File: src/rtl/rf_param_sb_if.sv
`default_nettype none
// ============================================================================
//  Module      : rf_param_sb_if
//  Description : Bus bundle for rf_param_sb: two read ports, one writeback
//                port, one reserve (issue) port and the scoreboard status.
//  Revision    : 1.0 - initial release
// ============================================================================
interface rf_param_sb_if #(
    parameter int DATA_WIDTH = 32,
    parameter int ADDR_WIDTH = 5
);
    logic                  read_enabled;
    logic [ADDR_WIDTH-1:0] read_addr_s;
    logic [ADDR_WIDTH-1:0] read_addr_t;
    logic                  write_enabled;
    logic [ADDR_WIDTH-1:0] write_addr;
    logic [DATA_WIDTH-1:0] write_data;
    logic                  reserve_enabled;
    logic [ADDR_WIDTH-1:0] reserve_addr;
    logic [DATA_WIDTH-1:0] outA;
    logic [DATA_WIDTH-1:0] outB;
    logic                  busy_s;
    logic                  busy_t;
    logic                  hazard;

    // Pipeline side: issues reads, writebacks and reservations
    modport master (
        output read_enabled, read_addr_s, read_addr_t,
        output write_enabled, write_addr, write_data,
        output reserve_enabled, reserve_addr,
        input  outA, outB, busy_s, busy_t, hazard
    );

    // Register file side
    modport slave (
        input  read_enabled, read_addr_s, read_addr_t,
        input  write_enabled, write_addr, write_data,
        input  reserve_enabled, reserve_addr,
        output outA, outB, busy_s, busy_t, hazard
    );
endinterface
`default_nettype wire

File: src/rtl/rf_param_sb.sv
`default_nettype none
// ============================================================================
//  Module      : rf_param_sb
//  Description : Parametrised register file, two registered read ports, one
//                write port, with a per-register pending-write scoreboard
//                that reports read-after-write hazards.
//                Optional macro REGFILE_BYPASS_EN: write-through forwarding
//                to the read ports and masking of busy/hazard for the
//                forwarded address.
//  Revision    : 1.0 - initial release
// ============================================================================
module rf_param_sb #(
    parameter int DATA_WIDTH = 32,
    parameter int ADDR_WIDTH = 5,
    parameter int ZERO_REG   = 1
) (
    input  wire logic     clock,
    input  wire logic     reset_n,
    rf_param_sb_if.slave  bus
);
    localparam int DEPTH       = 1 << ADDR_WIDTH;
    localparam bit C_ZERO_REG  = (ZERO_REG != 0);

    logic [DATA_WIDTH-1:0] r_regs [DEPTH];
    logic [DEPTH-1:0]      r_pending;
    logic [DATA_WIDTH-1:0] r_out_a;
    logic [DATA_WIDTH-1:0] r_out_b;

    logic                  w_write_ok;
    logic                  w_reserve_ok;
    logic [DEPTH-1:0]      w_set_mask;
    logic [DEPTH-1:0]      w_clr_mask;
    logic                  w_zero_s;
    logic                  w_zero_t;
    logic                  w_fwd_s;
    logic                  w_fwd_t;
    logic [DATA_WIDTH-1:0] w_rd_a;
    logic [DATA_WIDTH-1:0] w_rd_b;
    logic                  w_busy_s;
    logic                  w_busy_t;

    // Index 0 is hardwired to zero when ZERO_REG is set: drop writes and reservations to it
    assign w_write_ok   = bus.write_enabled   && !(C_ZERO_REG && (bus.write_addr   == '0));
    assign w_reserve_ok = bus.reserve_enabled && !(C_ZERO_REG && (bus.reserve_addr == '0));
    assign w_zero_s     = C_ZERO_REG && (bus.read_addr_s == '0);
    assign w_zero_t     = C_ZERO_REG && (bus.read_addr_t == '0);

`ifdef REGFILE_BYPASS_EN
    assign w_fwd_s = bus.write_enabled && (bus.write_addr == bus.read_addr_s);
    assign w_fwd_t = bus.write_enabled && (bus.write_addr == bus.read_addr_t);
`else
    assign w_fwd_s = 1'b0;
    assign w_fwd_t = 1'b0;
`endif

    // One-hot set/clear masks for the scoreboard update
    always_comb begin
        w_set_mask = '0;
        w_clr_mask = '0;
        if (w_reserve_ok) begin
            w_set_mask[bus.reserve_addr] = 1'b1;
        end
        if (bus.write_enabled) begin
            w_clr_mask[bus.write_addr] = 1'b1;
        end
    end

    // Read data selection: zero register, optional forwarding, else stored value
    always_comb begin
        w_rd_a = r_regs[bus.read_addr_s];
        w_rd_b = r_regs[bus.read_addr_t];
        if (w_fwd_s) begin
            w_rd_a = bus.write_data;
        end
        if (w_fwd_t) begin
            w_rd_b = bus.write_data;
        end
        if (w_zero_s) begin
            w_rd_a = '0;
        end
        if (w_zero_t) begin
            w_rd_b = '0;
        end
    end

    // Register array: cleared on reset, written on writeback strobe
    always_ff @(posedge clock or negedge reset_n) begin
        if (!reset_n) begin
            for (int i = 0; i < DEPTH; i++) begin
                r_regs[i] <= '0;
            end
        end else if (w_write_ok) begin
            r_regs[bus.write_addr] <= bus.write_data;
        end
    end

    // Scoreboard: a new reservation overrides a same-edge writeback clear
    always_ff @(posedge clock or negedge reset_n) begin
        if (!reset_n) begin
            r_pending <= '0;
        end else begin
            r_pending <= (r_pending & ~w_clr_mask) | w_set_mask;
        end
    end

    // Registered read ports, hold when read_enabled is low
    always_ff @(posedge clock or negedge reset_n) begin
        if (!reset_n) begin
            r_out_a <= '0;
            r_out_b <= '0;
        end else if (bus.read_enabled) begin
            r_out_a <= w_rd_a;
            r_out_b <= w_rd_b;
        end
    end

    // Forwarded addresses are not hazards: their data arrives this edge
    assign w_busy_s = r_pending[bus.read_addr_s] && !w_fwd_s;
    assign w_busy_t = r_pending[bus.read_addr_t] && !w_fwd_t;

    assign bus.outA   = r_out_a;
    assign bus.outB   = r_out_b;
    assign bus.busy_s = w_busy_s;
    assign bus.busy_t = w_busy_t;
    assign bus.hazard = bus.read_enabled && (w_busy_s || w_busy_t);

endmodule
`default_nettype wire

File: src/flat_wrapper.sv
// flat-port wrapper written by rule: the top's interface ports become plain ports
module rf_param_sb_flat 
#(
    parameter int DATA_WIDTH = 32,
    parameter int ADDR_WIDTH = 5,
    parameter int ZERO_REG   = 1
)
  (clock, reset_n, bus_read_enabled, bus_read_addr_s, bus_read_addr_t, bus_write_enabled, bus_write_addr, bus_write_data, bus_reserve_enabled, bus_reserve_addr, bus_outA, bus_outB, bus_busy_s, bus_busy_t, bus_hazard);
  rf_param_sb_if #(.DATA_WIDTH(DATA_WIDTH), .ADDR_WIDTH(ADDR_WIDTH)) bus_i ();
  input  wire logic clock;
  input  wire logic reset_n;
  input wire logic [$bits(bus_i.read_enabled)-1:0] bus_read_enabled;
  input wire logic [$bits(bus_i.read_addr_s)-1:0] bus_read_addr_s;
  input wire logic [$bits(bus_i.read_addr_t)-1:0] bus_read_addr_t;
  input wire logic [$bits(bus_i.write_enabled)-1:0] bus_write_enabled;
  input wire logic [$bits(bus_i.write_addr)-1:0] bus_write_addr;
  input wire logic [$bits(bus_i.write_data)-1:0] bus_write_data;
  input wire logic [$bits(bus_i.reserve_enabled)-1:0] bus_reserve_enabled;
  input wire logic [$bits(bus_i.reserve_addr)-1:0] bus_reserve_addr;
  output wire logic [$bits(bus_i.outA)-1:0] bus_outA;
  output wire logic [$bits(bus_i.outB)-1:0] bus_outB;
  output wire logic [$bits(bus_i.busy_s)-1:0] bus_busy_s;
  output wire logic [$bits(bus_i.busy_t)-1:0] bus_busy_t;
  output wire logic [$bits(bus_i.hazard)-1:0] bus_hazard;
  assign bus_i.read_enabled = bus_read_enabled;
  assign bus_i.read_addr_s = bus_read_addr_s;
  assign bus_i.read_addr_t = bus_read_addr_t;
  assign bus_i.write_enabled = bus_write_enabled;
  assign bus_i.write_addr = bus_write_addr;
  assign bus_i.write_data = bus_write_data;
  assign bus_i.reserve_enabled = bus_reserve_enabled;
  assign bus_i.reserve_addr = bus_reserve_addr;
  assign bus_outA = bus_i.outA;
  assign bus_outB = bus_i.outB;
  assign bus_busy_s = bus_i.busy_s;
  assign bus_busy_t = bus_i.busy_t;
  assign bus_hazard = bus_i.hazard;
  rf_param_sb #(.DATA_WIDTH(DATA_WIDTH), .ADDR_WIDTH(ADDR_WIDTH), .ZERO_REG(ZERO_REG)) u_core (.clock(clock), .reset_n(reset_n), .bus(bus_i));
endmodule
File: config.mk
export PLATFORM = sky130hd
export DESIGN_NAME = rf_param_sb_flat
export DESIGN_NICKNAME = d
export VERILOG_FILES = /design/src/rtl/rf_param_sb_if.sv /design/src/rtl/rf_param_sb.sv /design/src/flat_wrapper.sv
export SDC_FILE = /design/constraint.sdc
export NUM_CORES = 2
export LEC_CHECK = 0
export CAP_MARGIN = 5
export CORE_MARGIN = 4
export CORE_UTILIZATION = 51
export DETAILED_ROUTE_END_ITERATION = 6
export HOLD_SLACK_MARGIN = 0.06
export PLACE_DENSITY = 0.67
export REMOVE_ABC_BUFFERS = 1
export SYNTH_ARGS = -nofsm -noshare
export SYNTH_HDL_FRONTEND = slang
export SYNTH_SLANG_ARGS = --single-unit
File: constraint.sdc
create_clock -name clock -period 2.1 [get_ports clock]
set_input_delay 0.315 -clock clock [delete_from_list [all_inputs] [get_ports clock]]
set_output_delay 0.315 -clock clock [all_outputs]
set_load 0.05 [all_outputs]
==> metrics.md <==
| Metric | Value |
|---|---|
| Area of the core | `113100 um^2` |
| Slew of the pin with the lowest slew margin | `579.8 ps` |
| Starting density of the core | `51.65%` |
| Worst Path Required | `1780 ps` |
| First-pass detailed-route iteration total | `7` |
| Worst r2r dst | `u_core.bus.outA[27]` |
| Clock power frac | `34.3%` |
| Dpl hpwl | `120000 um` |
| Max-slew violations | `0` |
| Initial antenna violation count | `1` |
| Sequential Power Share | `44.6%` |
| Final worst path period need | `3008 ps` |
| Internal power | `46580 uW` |
| Hold Fails Final Rpt | `0` |
| Detailed-route vias per instance | `6.748` |
| Pwr per Cell Area | `930.3 nW/um^2` |
| RSZ-0062 raised after global routing | `true` |
| Synth top area share | `47.97%` |
| Max-cap violations | `0` |
| Vias in the first global route | `40570` |
| Area Growth Syn to Fin | `18.62%` |
| Top Ports | `124` |
| Run status | `finished, violations left` |
| Lkg Pwr | `0.03044 uW` |
| Synth area leader | `dfrtp_1` |
| Final GP Congestion | `0.8651` |
| Startpoint types | `flop` |
| Core Rows | `123` |
| Number of synthesized flops with an enable pin | `0` |
| Number of H-tree levels | `3` |
| Switching power | `17890 uW` |
| Die width | `346.5 um` |
| Reg2reg path depth | `5` |
| Reg-to-Reg Start | `u_core.r_regs[539]` |
| Failing checks | `negative setup slack` |
| Die Y | `346.5 um` |
| Worst skew pair latency | `740 ps` |
| # nets final | `4325` |
| CP max FO | `3` |
| Clock Sinks | `1120` |
| Mean area per synthesized cell | `14.60 um^2` |
| Clock Skew | `27.76 ps` |
| GR Util All Layers | `30.98%` |
| Detail Route Antenna Nets | `0` |
| Period utilization | `143.2%` |
| Final setup margin | `-908.1 ps` |
| Num CTS Buffers | `120` |
| First-pass GRT wire length | `277900 um` |
| Post-DR wirelength/cell | `31.80 um` |
| CP Capture Type | `output pin` |
| Post-synth ARST share | `100.0%` |
| CP arrival | `2690 ps` |
| Via count | `39600` |
| Pwr Total | `64470 uW` |
| Setup violators final | `3` |
| Post-route DRC | `0` |
| Top post-synthesis cells by count | `dfrtp_1, mux2_2, mux4_2` |
| Crit Path Class | `reg2out` |
| Setup WS pre-CTS | `-463.7 ps` |
| IO Port Bufs | `123` |
| Largest net degree at the start of global routing | `84` |
| Cells after synthesis | `4000` |
| Max Freq | `332.4 MHz` |
| Post-synth cell types | `47` |
| Maximum vdd drop | `0.7277 mV` |
| Fin cells | `5868` |
| Largest cells by area after synthesis | `dfrtp_1, mux2_2, mux4_2` |
| Antenna cells | `0` |
| Net Sw Frac | `27.75%` |
| Root buffer cell | `clkbuf_16` |
| Yosys warns | `0` |
| R2r setup slk | `190 ps` |
| Grt total ovfl | `0` |
| Hold Crit Class | `in2async` |
| Comb power frac | `21.1%` |
| Synth Register Bits | `1120` |
| Relative slew slack | `61.27%` |
| Main synth FF type | `dfrtp_1` |
| Register area share after synthesis | `47.97%` |
| Clk slew on worst S/H paths | `60 ps` |
| Clock tree buffer depth | `3` |
| Die Area | `120000 um^2` |
| Share of cells above drive strength 1 | `50.09%` |
| DR iter-0 viols | `3984` |
| TritonCTS clock tree | `yes` |
| Inst Count DP | `5641` |
| Post-Route WL | `186600 um` |
| Synth Cell Area | `58420 um^2` |
| Count leader, synth | `dfrtp_1` |
flip-flops by register name, indices dropped and copies added, names as in the netlist:
name,cells
u_core.r_pending,32
u_core.bus.outB,32
u_core.bus.outA,32
u_core.r_regs,1024
stage by stage:
step | TNS [ps] | utilization (%) | hold slack [ps] | cell area (um^2)
3_3_place_gp | -191830 | 57.62 | 297.0 | 65170
4_1_cts | -2607 | 61.25 | 135.7 | 69280
5_1_grt | -2702 | 61.26 | 166.4 | 69300
6_report | -2529 | 61.26 | 146.3 | 69300
3_5_place_dp | -194490 | 57.62 | 297.8 | 65170
2_1_floorplan | -279530 | - | 19.41 | 56260
cell families (layout without fill, tap and decap cells):
family                 after synthesis  count (layout)  synth area share (%)
AND/OR/NAND/NOR                    266             266                 1.994
multiplexers                      1692            1692                 40.31
AO/OA/AOI/OAI                      476             476                 6.003
buffers and inverters              446             814                 3.718
flip-flops                        1120            1120                 47.97
worst max path at each step:
stage	cells past startpoint	slack [ps]	from	to
detailed placement	7	-460	bus_read_addr_s[2]	bus_hazard
CTS	6	-930	u_core.r_pending[14]	bus_hazard
global route	6	-960	u_core.r_pending[14]	bus_hazard
floorplan	4	-2000	bus_read_addr_s[3]	bus_hazard
global placement	7	-460	bus_read_addr_s[2]	bus_hazard
finish	6	-910	u_core.r_pending[15]	bus_hazard
power by group through the flow:
stage | registers [uW] | logic [uW] | clock network, uW
final | 28700 | 13600 | 22100
after global routing | 29200 | 14600 | 23200
after CTS | 28600 | 13600 | 22400
after detailed placement | 29000 | 13600 | 0
after global placement | 28700 | 13300 | 0
after floorplan | 28500 | 8520 | 0
layout make-up:
class,count,area [um^2]
Inverter,3,12.51
Timing Repair Buffer,589,6799
Clock inverter,39,480.5
Clock buffer,183,3642
Tap cell,1500,1877
Sequential cell,1120,28030
Fill cell,8542,43820
Multi-Input combinational cell,2434,28460
critical path, stage by stage (launching register included):
cell and delay, ps:
dfrtp_1 410, mux4_2 480, mux2_2 270, or3_1 310, and3_4 160, o21a_1 190
buf_12 150
placed cells by master, fill, tap and decap left out, types with 5 or more instances in the layout:
| master | n |
|---|---|
| a22o_1 | 33 |
| clkbuf_16 | 122 |
| nor3b_1 | 8 |
| nor2_4 | 19 |
| nand3_1 | 27 |
| mux2_1 | 12 |
| o221ai_1 | 24 |
| clkbuf_8 | 36 |
| clkdlybuf4s15_2 | 5 |
| buf_12 | 171 |
| buf_4 | 303 |
| mux2i_1 | 241 |
| o21ai_0 | 63 |
| a21oi_1 | 45 |
| dlygate4sd2_1 | 54 |
| a22oi_1 | 84 |
| mux4_2 | 426 |
| clkinv_2 | 23 |
| nand2_2 | 16 |
| dfrtp_1 | 1120 |
| clkdlybuf4s50_1 | 45 |
| a221oi_2 | 10 |
| clkbuf_1 | 25 |
| nor2_1 | 127 |
| a211oi_1 | 31 |
| buf_8 | 5 |
| bufinv_16 | 9 |
| o22ai_1 | 95 |
| o22a_1 | 15 |
| a32o_1 | 31 |
| nand3b_1 | 9 |
| a221oi_1 | 36 |
| mux2_2 | 1013 |
| nand2_1 | 36 |
what timing repair did:
action                                  4_1_cts  5_1_grt
hold buffers                                  1        0
endpoints found under the hold margin       321        0
resized for setup                            74        2
endpoints found under the setup margin       63        3
setup buffers                                 4        0
layer usage:
layer,vias to the layer above,track usage [%],wire length (um)
met5,-,0,0
met4,0,9.728,6562
met3,397,6.985,16120
met2,1856,48.10,86750
met1,21310,43.91,77140
li1,16030,-,-
Note: power is estimated with default switching activity, not from simulation.
